<file path="config.mk">
export PLATFORM = sky130hd
export DESIGN_NAME = imem_loader_flat
export DESIGN_NICKNAME = d
export VERILOG_FILES = /design/src/rtl/imem_loader_if.sv /design/src/rtl/imem_loader.sv /design/src/flat_wrapper.sv
export SDC_FILE = /design/constraint.sdc
export NUM_CORES = 1
export LEC_CHECK = 0
export BUFFER_PORTS_ARGS = -buffer_cell sky130_fd_sc_hd__buf_4
export CORE_ASPECT_RATIO = 2
export CORE_MARGIN = 3
export CORE_UTILIZATION = 64
export CTS_CLUSTER_DIAMETER = 30
export CTS_CLUSTER_SIZE = 14
export DETAILED_ROUTE_END_ITERATION = 8
export PLACE_DENSITY = 0.87
export RECOVER_POWER = 100
export SLEW_MARGIN = 0
export SYNTH_ARGS = -nofsm -noshare
export SYNTH_HDL_FRONTEND = slang
export SYNTH_SLANG_ARGS = --single-unit
</file>
<file path="constraint.sdc">
create_clock -name sys_clk -period 7.7 [get_ports sys_clk]
set_clock_uncertainty 0.15 [all_clocks]
set_input_delay 1.155 -clock sys_clk [delete_from_list [all_inputs] [get_ports sys_clk]]
set_output_delay 1.155 -clock sys_clk [all_outputs]
set_load 0.05 [all_outputs]
</file>
<file path="src/rtl/imem_loader_if.sv">
`default_nettype none
// ============================================================================
//  Module      : imem_loader_if
//  Description : Signal bundle between a byte-stream source, the boot loader
//                and the instruction-memory write port / CPU hold control.
//                  rx_data    [7:0]        received byte
//                  rx_valid                one-cycle byte strobe
//                  imem_we                 one-cycle word write strobe
//                  imem_addr  [ADDR_W-1:0] word write address
//                  imem_wdata [31:0]       word write data
//                  cpu_hold                1 = keep CPU in reset
//                  load_done              last frame loaded, checksum good
//                  load_err               last frame aborted
//                master : byte source side (drives rx_*, observes the rest)
//                slave  : loader side (consumes rx_*, drives the rest)
//  Revision    : 1.0  initial release
// ============================================================================
interface imem_loader_if #(
    parameter int ADDR_W = 10
);
    logic [7:0]        rx_data;
    logic              rx_valid;
    logic              imem_we;
    logic [ADDR_W-1:0] imem_addr;
    logic [31:0]       imem_wdata;
    logic              cpu_hold;
    logic              load_done;
    logic              load_err;

    modport master (
        output rx_data, rx_valid,
        input  imem_we, imem_addr, imem_wdata, cpu_hold, load_done, load_err
    );

    modport slave (
        input  rx_data, rx_valid,
        output imem_we, imem_addr, imem_wdata, cpu_hold, load_done, load_err
    );
endinterface
`default_nettype wire

</file>
<file path="src/rtl/imem_loader.sv">
`default_nettype none
// ============================================================================
//  Module      : imem_loader
//  Description : Framed byte-stream boot loader. Frame = A5, N (16b LE),
//                4*N data bytes (words LSB first), XOR checksum of data.
//                Words go to consecutive imem addresses from 0; the CPU is
//                held in reset until a frame completes with a good checksum.
//  Ports       : sys_clk  - clock, rising edge
//                sys_rst  - synchronous active-high reset
//                bus      - imem_loader_if.slave (rx byte in, imem write
//                           port and status out)
//  Revision    : 1.0  initial release
// ============================================================================
module imem_loader #(
    parameter int ADDR_W      = 10,
    parameter int TIMEOUT_CYC = 1000000
) (
    input  wire logic    sys_clk,
    input  wire logic    sys_rst,
    imem_loader_if.slave bus
);

    localparam int               c_cnt_w        = $clog2(TIMEOUT_CYC + 1);
    localparam logic [c_cnt_w-1:0] c_timeout_last = c_cnt_w'(TIMEOUT_CYC - 1);
    localparam logic [16:0]      c_depth        = 17'(2 ** ADDR_W);
    localparam logic [7:0]       c_sync         = 8'hA5;

    localparam logic [2:0] c_st_idle = 3'd0;
    localparam logic [2:0] c_st_len0 = 3'd1;
    localparam logic [2:0] c_st_len1 = 3'd2;
    localparam logic [2:0] c_st_data = 3'd3;
    localparam logic [2:0] c_st_csum = 3'd4;
    localparam logic [2:0] c_st_done = 3'd5;
    localparam logic [2:0] c_st_err  = 3'd6;

    logic [2:0]         r_state;
    logic [2:0]         w_next_state;
    logic [15:0]        r_len;
    logic [16:0]        r_word_cnt;
    logic [ADDR_W-1:0]  r_addr;
    logic [1:0]         r_byte_idx;
    logic [31:0]        r_word;
    logic [7:0]         r_csum;
    logic [c_cnt_w-1:0] r_idle_cnt;

    logic               r_imem_we;
    logic [ADDR_W-1:0]  r_imem_addr;
    logic [31:0]        r_imem_wdata;
    logic               r_cpu_hold;
    logic               r_load_done;
    logic               r_load_err;

    logic               w_active;
    logic               w_sync;
    logic               w_timeout;
    logic               w_last_byte;
    logic               w_last_word;
    logic [15:0]        w_len_full;

    assign w_active    = (r_state == c_st_len0) || (r_state == c_st_len1) ||
                         (r_state == c_st_data) || (r_state == c_st_csum);
    assign w_sync      = bus.rx_valid && (bus.rx_data == c_sync);
    // A byte arriving on the expiry cycle still counts, so timeout needs silence.
    assign w_timeout   = w_active && !bus.rx_valid && (r_idle_cnt == c_timeout_last);
    assign w_last_byte = (r_byte_idx == 2'd3);
    assign w_last_word = ((r_word_cnt + 17'd1) == {1'b0, r_len});
    assign w_len_full  = {bus.rx_data, r_len[7:0]};

    // ------------------------------------------------------------------
    // State register
    // ------------------------------------------------------------------
    always_ff @(posedge sys_clk) begin
        if (sys_rst) begin
            r_state <= c_st_idle;
        end else begin
            r_state <= w_next_state;
        end
    end

    // ------------------------------------------------------------------
    // Next-state logic
    // ------------------------------------------------------------------
    always_comb begin
        w_next_state = r_state;
        case (r_state)
            c_st_idle, c_st_done, c_st_err: begin
                if (w_sync) begin
                    w_next_state = c_st_len0;
                end
            end
            c_st_len0: begin
                if (bus.rx_valid) begin
                    w_next_state = c_st_len1;
                end
            end
            c_st_len1: begin
                if (bus.rx_valid) begin
                    if ({1'b0, w_len_full} > c_depth) begin
                        w_next_state = c_st_err;
                    end else if (w_len_full == 16'd0) begin
                        w_next_state = c_st_csum;
                    end else begin
                        w_next_state = c_st_data;
                    end
                end
            end
            c_st_data: begin
                if (bus.rx_valid && w_last_byte && w_last_word) begin
                    w_next_state = c_st_csum;
                end
            end
            c_st_csum: begin
                if (bus.rx_valid) begin
                    w_next_state = (bus.rx_data == r_csum) ? c_st_done : c_st_err;
                end
            end
            default: w_next_state = c_st_idle;
        endcase
        if (w_timeout) begin
            w_next_state = c_st_err;
        end
    end

    // ------------------------------------------------------------------
    // Datapath and registered outputs
    // ------------------------------------------------------------------
    always_ff @(posedge sys_clk) begin
        if (sys_rst) begin
            r_len        <= '0;
            r_word_cnt   <= '0;
            r_addr       <= '0;
            r_byte_idx   <= '0;
            r_word       <= '0;
            r_csum       <= '0;
            r_idle_cnt   <= '0;
            r_imem_we    <= 1'b0;
            r_imem_addr  <= '0;
            r_imem_wdata <= '0;
            r_cpu_hold   <= 1'b1;
            r_load_done  <= 1'b0;
            r_load_err   <= 1'b0;
        end else begin
            r_imem_we <= 1'b0;

            if (w_active && !bus.rx_valid && !w_timeout) begin
                r_idle_cnt <= r_idle_cnt + 1'b1;
            end else begin
                r_idle_cnt <= '0;
            end

            case (r_state)
                c_st_idle, c_st_done, c_st_err: begin
                    if (w_sync) begin
                        r_load_done <= 1'b0;
                        r_load_err  <= 1'b0;
                        r_cpu_hold  <= 1'b1;
                        r_addr      <= '0;
                        r_word_cnt  <= '0;
                        r_byte_idx  <= '0;
                        r_word      <= '0;
                        r_csum      <= '0;
                    end
                end
                c_st_len0: begin
                    if (bus.rx_valid) begin
                        r_len[7:0] <= bus.rx_data;
                    end
                end
                c_st_len1: begin
                    if (bus.rx_valid) begin
                        r_len[15:8] <= bus.rx_data;
                        if (w_next_state == c_st_err) begin
                            r_load_err <= 1'b1;
                        end
                    end
                end
                c_st_data: begin
                    if (bus.rx_valid) begin
                        r_word[{r_byte_idx, 3'b000} +: 8] <= bus.rx_data;
                        r_csum     <= r_csum ^ bus.rx_data;
                        r_byte_idx <= r_byte_idx + 2'd1;
                        if (w_last_byte) begin
                            // Write port takes the completed word directly so the
                            // shift register is free for the next word's lane 0.
                            r_imem_we    <= 1'b1;
                            r_imem_addr  <= r_addr;
                            r_imem_wdata <= {bus.rx_data, r_word[23:0]};
                            r_addr       <= r_addr + 1'b1;
                            r_word_cnt   <= r_word_cnt + 17'd1;
                        end
                    end
                end
                c_st_csum: begin
                    if (bus.rx_valid) begin
                        if (bus.rx_data == r_csum) begin
                            r_load_done <= 1'b1;
                            r_cpu_hold  <= 1'b0;
                        end else begin
                            r_load_err <= 1'b1;
                        end
                    end
                end
                default: begin
                end
            endcase

            if (w_timeout) begin
                r_load_err <= 1'b1;
                r_word     <= '0;
                r_byte_idx <= '0;
            end
        end
    end

    assign bus.imem_we    = r_imem_we;
    assign bus.imem_addr  = r_imem_addr;
    assign bus.imem_wdata = r_imem_wdata;
    assign bus.cpu_hold   = r_cpu_hold;
    assign bus.load_done  = r_load_done;
    assign bus.load_err   = r_load_err;

endmodule
`default_nettype wire

</file>
<file path="src/flat_wrapper.sv">
// flat-port wrapper written by rule: the top's interface ports become plain ports
module imem_loader_flat 
#(
    parameter int ADDR_W      = 10,
    parameter int TIMEOUT_CYC = 1000000
)
  (sys_clk, sys_rst, bus_rx_data, bus_rx_valid, bus_imem_we, bus_imem_addr, bus_imem_wdata, bus_cpu_hold, bus_load_done, bus_load_err);
  imem_loader_if #(.ADDR_W(ADDR_W)) bus_i ();
  input  wire logic sys_clk;
  input  wire logic sys_rst;
  input wire logic [$bits(bus_i.rx_data)-1:0] bus_rx_data;
  input wire logic [$bits(bus_i.rx_valid)-1:0] bus_rx_valid;
  output wire logic [$bits(bus_i.imem_we)-1:0] bus_imem_we;
  output wire logic [$bits(bus_i.imem_addr)-1:0] bus_imem_addr;
  output wire logic [$bits(bus_i.imem_wdata)-1:0] bus_imem_wdata;
  output wire logic [$bits(bus_i.cpu_hold)-1:0] bus_cpu_hold;
  output wire logic [$bits(bus_i.load_done)-1:0] bus_load_done;
  output wire logic [$bits(bus_i.load_err)-1:0] bus_load_err;
  assign bus_i.rx_data = bus_rx_data;
  assign bus_i.rx_valid = bus_rx_valid;
  assign bus_imem_we = bus_i.imem_we;
  assign bus_imem_addr = bus_i.imem_addr;
  assign bus_imem_wdata = bus_i.imem_wdata;
  assign bus_cpu_hold = bus_i.cpu_hold;
  assign bus_load_done = bus_i.load_done;
  assign bus_load_err = bus_i.load_err;
  imem_loader #(.ADDR_W(ADDR_W), .TIMEOUT_CYC(TIMEOUT_CYC)) u_core (.sys_clk(sys_clk), .sys_rst(sys_rst), .bus(bus_i));
endmodule
</file>
==> results of run 1 <==
[worst max-delay path by stage]
stage                            from                end  slack, ns
CTS                 u_core.r_state[1]   u_core.r_word[3]       4.43
detailed placement     bus_rx_data[6]   u_core.r_addr[5]       4.08
floorplan              bus_rx_data[3]  u_core.r_word[10]       4.41
global placement       bus_rx_data[6]   u_core.r_addr[9]       4.11
finish                   bus_rx_valid   u_core.r_addr[9]       3.08
global route             bus_rx_valid   u_core.r_addr[9]       2.86
[cell type report]
type / instances / area, um2 / area share
Multi-Input combinational cell: 636 / 3453 / 0.4620
Sequential cell: 146 / 2923 / 0.3910
Clock buffer: 19 / 442.9 / 0.05926
Timing Repair Buffer: 57 / 247.7 / 0.03314
Clock inverter: 13 / 197.7 / 0.02645
Tap cell: 135 / 168.9 / 0.02260
Inverter: 11 / 41.29 / 0.005524
[power by group through the flow]
| stage | Combinational, W | Clock [W] | Sequential (W) |
|---|---|---|---|
| final | 0.0000350 | 0.000894 | 0.000755 |
| after global routing | 0.0000369 | 0.000925 | 0.000755 |
| after CTS | 0.0000340 | 0.000896 | 0.000755 |
| after detailed placement | 0.0000335 | 0 | 0.000772 |
| after global placement | 0.0000325 | 0 | 0.000772 |
| after floorplan | 0.0000234 | 0 | 0.000772 |
[cell families after synthesis]
kind of cell	share of synthesized area
xor+xnor	0.07335
compound gates	0.1381
flops	0.4371
fa+ha+maj	0.01310
buf+inv	0.04322
mux	0.01815
simple gates	0.2769
[stage by stage]
stage / instances / total power (W)
after floorplan: 853 / 0.0007956
after CTS: 1017 / 0.001686
after global placement: 985 / 0.0008048
after detailed placement: 985 / 0.0008058
after global routing: 1017 / 0.001717
final: 1017 / 0.001684
[cell usage in the layout (no fill, tap or decap), types with 2 or more instances in the layout]
cell and instances:
o31ai_1 2, or2_0 3, or3_1 7, nand2b_1 5, and3_1 11, clkbuf_16 17, inv_1 11, bufinv_16 4
a21oi_1 110, buf_4 9, inv_6 4, ha_1 7, nor4b_1 3, clkinv_4 4, a211oi_1 4, xor2_1 35
o21ai_0 16, nor4_1 13, mux2i_1 11, or4_1 2, or2_2 4, a21o_1 2, nand3b_1 3, nand3_1 49
o211ai_1 2, nand4_1 11, dfxtp_1 146, nor3_1 15, nand2_1 164, a311oi_1 6, a22oi_1 6, xnor2_1 21
a31oi_1 3, and4_1 2, clkbuf_1 49, nor2_1 89, nor2b_1 10, nor2_4 3
[state kept, by name, indices dropped and copies added (netlist names)]
register	cells
u_core.bus.imem_we	1
u_core.bus.load_done	1
u_core.bus.imem_addr	10
u_core.bus.load_err	1
u_core.r_idle_cnt	20
u_core.bus.cpu_hold	1
u_core.r_csum	8
u_core.r_state	3
u_core.r_word_cnt	17
u_core.r_addr	10
u_core.r_len	16
u_core.r_word	24
u_core.r_byte_idx	2
u_core.bus.imem_wdata	32
[worst max-delay path: cells and delay by family]
family	cells	cell delay, ns
XOR/XNOR	1	0.16
AO/OA/AOI/OAI	1	1.54
buffers and inverters	1	0.59
AND/OR/NAND/NOR	5	1.33
[per-layer routing]
layer / part of all wire / wire [um] / track usage
met4: 0.068 / 1233 / 0.2294
met1: 0.34 / 6189 / 0.3009
met3: 0.059 / 1076 / 0.07006
met5: 0 / 0 / 0
met2: 0.53 / 9754 / 0.5773
==> results.json, run 1 <==
{
  "die_h_um": 150.6,
  "routed_wl_mm": 18.25,
  "violations": "max-capacitance violations, max-slew violations",
  "io_pins": 57,
  "maxCapViolations": 4,
  "antenna_cells": 0,
  "setup_violations": 0,
  "hold_class": "register to register",
  "rsz0062_at_grt": "false",
  "hold_ws_ns": 0.3019,
  "dp_hpwl_mm": 11.60,
  "holdPathEnd": "u_core.bus.imem_addr[4]",
  "grt_pass1_wl_mm": 29.43,
  "cts_setup_buffers": 0,
  "cts_made_buffers": 17,
  "yosys_warnings": 0,
  "hold_violations": 0,
  "grt_pass1_vias": 6341,
  "vias": 6387,
  "endpoint_kind": "register",
  "status": "finished with violations",
  "internal_power_w": 0.001321,
  "tns_ns": 0,
  "switching_share": 0.2159,
  "crit_fanout": 17,
  "whs_path_depth": 2,
  "clk_pin_slew_ns": 0.06,
  "slowest_delay_ns": 1.54,
  "syn_avg_cell_area_um2": 7.839,
  "core_mm2": 0.01015,
  "p_switching_w": 0.0003636,
  "grt_overflow": 0,
  "r2r-end": "u_core.r_word_cnt[9]",
  "fin_util": 0.7364,
  "drc": 0,
  "wl_per_cell_um": 17.95,
  "vias_per_cell": 6.280,
  "slew_headroom": -0.8559,
  "synthTopCellsByArea": "dfxtp_1 44%, nand2_1 9.2%, a21oi_1 8.2%",
  "synth_common_cells": "164 x nand2_1, 146 x dfxtp_1, 109 x a21oi_1",
  "hold_buffers": 0,
  "ys.flop_type": "dfxtp_1",
  "fin_nets": 887,
  "crit_type": "primary input to register",
  "initial_core_util": 0.6588,
  "grt_max_degree": 93,
  "portBuffers": 56,
  "ant_nets": 0,
  "synth_cell_types": 58,
  "clock_latency_ns": 0.42,
  "clock_sinks": 146,
  "dpl_cell_area_mm2": 0.007042,
  "drt-initial-drc-count": 500,
  "ir_drop_mv": 0.2050,
  "dr.pass1.iters": 7,
  "pwr-share-clk": 0.531,
  "grt_antenna_before_repair": 0,
  "synth_top_area_frac": 0.4371,
  "worst_pin_slew_ns": 2.784,
  "required_ns": 7.85,
  "timing.final.ws_setup_ns": 3.075,
  "cp.arrival_ns": 4.78,
  "synth_cells": 853,
  "synth_edf_count": 0,
  "dieWidth_um": 78.28,
  "rr_worst_depth": 6,
  "cts-htree-levels": 4,
  "layout_min_cycle_time_ns": 4.625,
  "timing.rr.start": "u_core.r_state[2]",
  "cp_slowest_cell": "o21ai_0",
  "synth.most_common_cell": "nand2_1",
  "fmax_ghz": 0.2162,
  "timing.final.crit_share": 0.6006,
  "fp.dieArea_mm2": 0.01178,
  "cts_tree": "built",
  "cts_resized": 0,
  "drive_above_1_share": 0.05896,
  "leakagePower_nw": 2.483,
  "synth_nets": 871,
  "clockBufferDepth": 2,
  "async_flop_share": 0,
  "power_frac_comb": 0.021,
  "dpl_worst_slack_ns": 4.077,
  "rrSetupSlack_ns": 3.54,
  "num_rows": 52,
  "ys_seq_area_frac": 0.4371,
  "cp-start-kind": "primary input",
  "area_growth_pct": 11.79,
  "crit_chain": "clkbuf_1 > nand2_1 > or4_1 > o21ai_0 > and4_1 > nand4_1 > xor2_1 > nor2_1",
  "synth_seq_cells": 146,
  "powerDensity_mw_per_mm2": 225.3,
  "clockRootBuffer": "clkbuf_16",
  "grt_use_total": 0.3147,
  "p_seq_frac": 0.449,
  "fillers": 804,
  "routabilityCongestion": 0.8796,
  "fin_area_mm2": 0.007475,
  "synthesis.area_mm2": 0.006686,
  "hold_path_startpoint": "u_core.bus.imem_addr[4]",
  "final_max_slew_viol_count": 110,
  "yosysTopAreaCell": "dfxtp_1"
}
Note: power is estimated with default switching activity, not from simulation.
==> run 2, diff against run 1 <==
ABC_AREA = 1   (was default)
CORE_UTILIZATION = 54   (was 64)
PLACE_DENSITY = 0.78   (was 0.87)
clock period = 4.05 ns   (was 7.7 ns; I/O delays follow)
==> run 2 against run 1 <==
Effect of this change: cell count grew 13%; the run now ends clean; worst hold slack better by 0.0062 ns; global-route usage is 5.6 points lower; via count grew 1.4%; power grew 110%; clock power rose by 89%; setup slack worse by 2.4 ns; register-to-register slack worse by 2.9 ns; non-clock buffer count is 7 higher; sequential share of layout area down 0.88 points; flip-flop and latch count unchanged; synthesized cell count is 11% higher.
==> results.json, run 2 <==
{
  "critPathTopFamily": "simple AND/OR/NAND/NOR gates",
  "muxShareOfSynthArea": 0,
  "grt_overflow": 0,
  "synth_xor_area_frac": 0.01170,
  "drt-initial-drc-count": 375,
  "cts_resized": 0,
  "grt_pass1_wl_mm": 28.81,
  "routed_wl_mm": 17.52,
  "leakagePower_nw": 3.030,
  "yosysTopAreaCell": "dfxtp_1",
  "hold_violations": 0,
  "routabilityCongestion": 0.9323,
  "synth_top_area_frac": 0.4337,
  "cp_num_buf_inv": 4,
  "grt_max_degree": 68,
  "cts-htree-levels": 4,
  "wl_per_cell_um": 15.25,
  "endpoint_kind": "register",
  "rsz0062_at_grt": "false",
  "rr_worst_depth": 13,
  "synth_cell_types": 38,
  "hold_buffers": 0,
  "crit_type": "register to register",
  "synth.most_common_cell": "nand2_1",
  "drc": 0,
  "fin_area_mm2": 0.007647,
  "status": "completed",
  "setup_violations": 0,
  "clockRootBuffer": "clkbuf_16",
  "synth_cells": 943,
  "whs_path_depth": 1,
  "grt_use_total": 0.2585,
  "layout_min_cycle_time_ns": 3.368,
  "cp.arrival_ns": 3.53,
  "tns_ns": 0,
  "ys_seq_area_frac": 0.4337,
  "slew_headroom": 0.3237,
  "synth_top_family_by_area": "simple AND/OR/NAND/NOR gates",
  "required_ns": 4.22,
  "ir_drop_mv": 0.3326,
  "synth_compound_area_frac": 0.1756,
  "crit_chain": "nand2_1 > nor2_1 > inv_1 > nor2_4 > nor2_1 > buf_4 > inv_1 > nand3_1 > nor3_1 > inv_2 > nor3_2 > and3_1 > nor3_2",
  "largest_reg_flops": 32,
  "final_common_cell": "nand2_1",
  "synth_common_cells": "147 x nand2_1, 146 x dfxtp_1, 116 x nor2_1",
  "synth_nets": 961,
  "mostFrequentLayoutCells": "150 x nand2_1, 146 x dfxtp_1, 121 x nor2_1",
  "clockBufferDepth": 2,
  "dp_hpwl_mm": 12.51,
  "cts_made_buffers": 17,
  "dpl_cell_area_mm2": 0.007267,
  "synth_adder_area_share": 0.01300,
  "ant_nets": 0,
  "clock_latency_ns": 0.42,
  "fmax_ghz": 0.2969,
  "area_growth_pct": 13.48,
  "clk_pin_slew_ns": 0.07,
  "worst_pin_slew_ns": 1.015,
  "slowest_delay_ns": 0.59,
  "clock_sinks": 146,
  "cts_setup_buffers": 0,
  "core_mm2": 0.01220,
  "grt_antenna_before_repair": 0,
  "drive_above_1_share": 0.07086,
  "synthTopCellsByArea": "dfxtp_1 43%, nand2_1 8.2%, a21oi_1 7.4%",
  "yosys_warnings": 0,
  "io_pins": 57,
  "die_h_um": 164.0,
  "grt_pass1_vias": 6384,
  "hold_class": "register to register",
  "vias": 6478,
  "maxCapViolations": 0,
  "portBuffers": 56,
  "syn_avg_cell_area_um2": 7.146,
  "synthesis.area_mm2": 0.006739,
  "dr.pass1.iters": 5,
  "antenna_cells": 0,
  "async_flop_share": 0,
  "final_max_slew_viol_count": 0,
  "powerDensity_mw_per_mm2": 459.2,
  "dieWidth_um": 84.99,
  "crit_fanout": 30,
  "cp_slowest_cell": "nor2_4",
  "fp.dieArea_mm2": 0.01394,
  "cp-start-kind": "register",
  "yosys.area_share.simple": 0.2839,
  "worst-path-stages": 13,
  "synth_edf_count": 0,
  "initial_core_util": 0.5526,
  "synth_seq_cells": 146,
  "timing.final.crit_share": 0.8315,
  "vias_per_cell": 5.638,
  "cts_tree": "built",
  "ys.flop_type": "dfxtp_1",
  "num_rows": 57,
  "fin_nets": 1007
}
run 2: cell types whose count changed after synthesis, moves of 10 or more:
cell      previous run  this run
nor2_1              88       116
xor2_1              35         0
inv_1               11       103
and3_1              12         2
clkbuf_1            44        33
mux2i_1             11         0
o21ai_0             15        99
xnor2_1             21         9
nand3_1             49        71
nand2_1            164       147
nor2b_1             10         0
run 2: path summary, 6_finish.rpt:
kind / startpoint / end / slack [ns]
worst max-delay path: u_core.r_state[1] / u_core.r_addr[9] / 0.68
worst min-delay path: u_core.r_idle_cnt[0] / u_core.r_idle_cnt[0] / 0.31
worst max register to register: u_core.r_state[1] / u_core.r_addr[9] / 0.68
worst min register to register: u_core.r_idle_cnt[0] / u_core.r_idle_cnt[0] / 0.31
run 2: layer usage:
metal,GRT usage,wire length (um),up-vias
li1,-,-,3211
met1,0.2569,6308,2976
met2,0.4784,9387,219
met3,0.05371,850,72
met4,0.1578,976,0
met5,0,0,-
run 2: cells by family after synthesis:
kind of cell / count (synthesis)
compound gates: 220
xor+xnor: 9
fa+ha+maj: 7
buf+inv: 146
flops: 146
simple gates: 415
run 2: cell type report:
cell class	count	area (um2)
Clock buffer	18	429.2
Fill cell	1142	4548
Tap cell	147	183.9
Sequential cell	146	2923
Timing Repair Buffer	64	294.0
Multi-Input combinational cell	651	3206
Inverter	109	409.1
Clock inverter	14	202.7
run 2: power by group:
group	switching (W)	internal, W	total [W]
clock	0.000650	0.00104	0.00169
combinational	0.000221	0.000102	0.000322
sequential	0.0000314	0.00147	0.00150
run 2: per-stage QoR:
step / setup slack [ns] / std cells / power [W] / utilization / hold slack (ns)
floorplan: 1.687 / 943 / 0.001759 / - / 0.2675
global placement: 1.198 / 1117 / 0.001848 / 0.5959 / 0.2809
detailed placement: 1.125 / 1117 / 0.001853 / 0.5959 / 0.2921
CTS: 1.117 / 1149 / 0.003527 / 0.6477 / 0.3053
global route: 0.4494 / 1149 / 0.003625 / 0.6271 / 0.3241
finish: 0.6823 / 1149 / 0.003512 / 0.6271 / 0.3080
run 2: worst register-to-register path: stages (launching register included):
cell and delay, ns:
dfxtp_1 0.40, nand2_1 0.11, nor2_1 0.41, inv_1 0.29
nor2_4 0.59, nor2_1 0.11, buf_4 0.24, inv_1 0.13
nand3_1 0.12, nor3_1 0.19, inv_2 0.07, nor3_2 0.18
and3_1 0.22, nor3_2 0.04
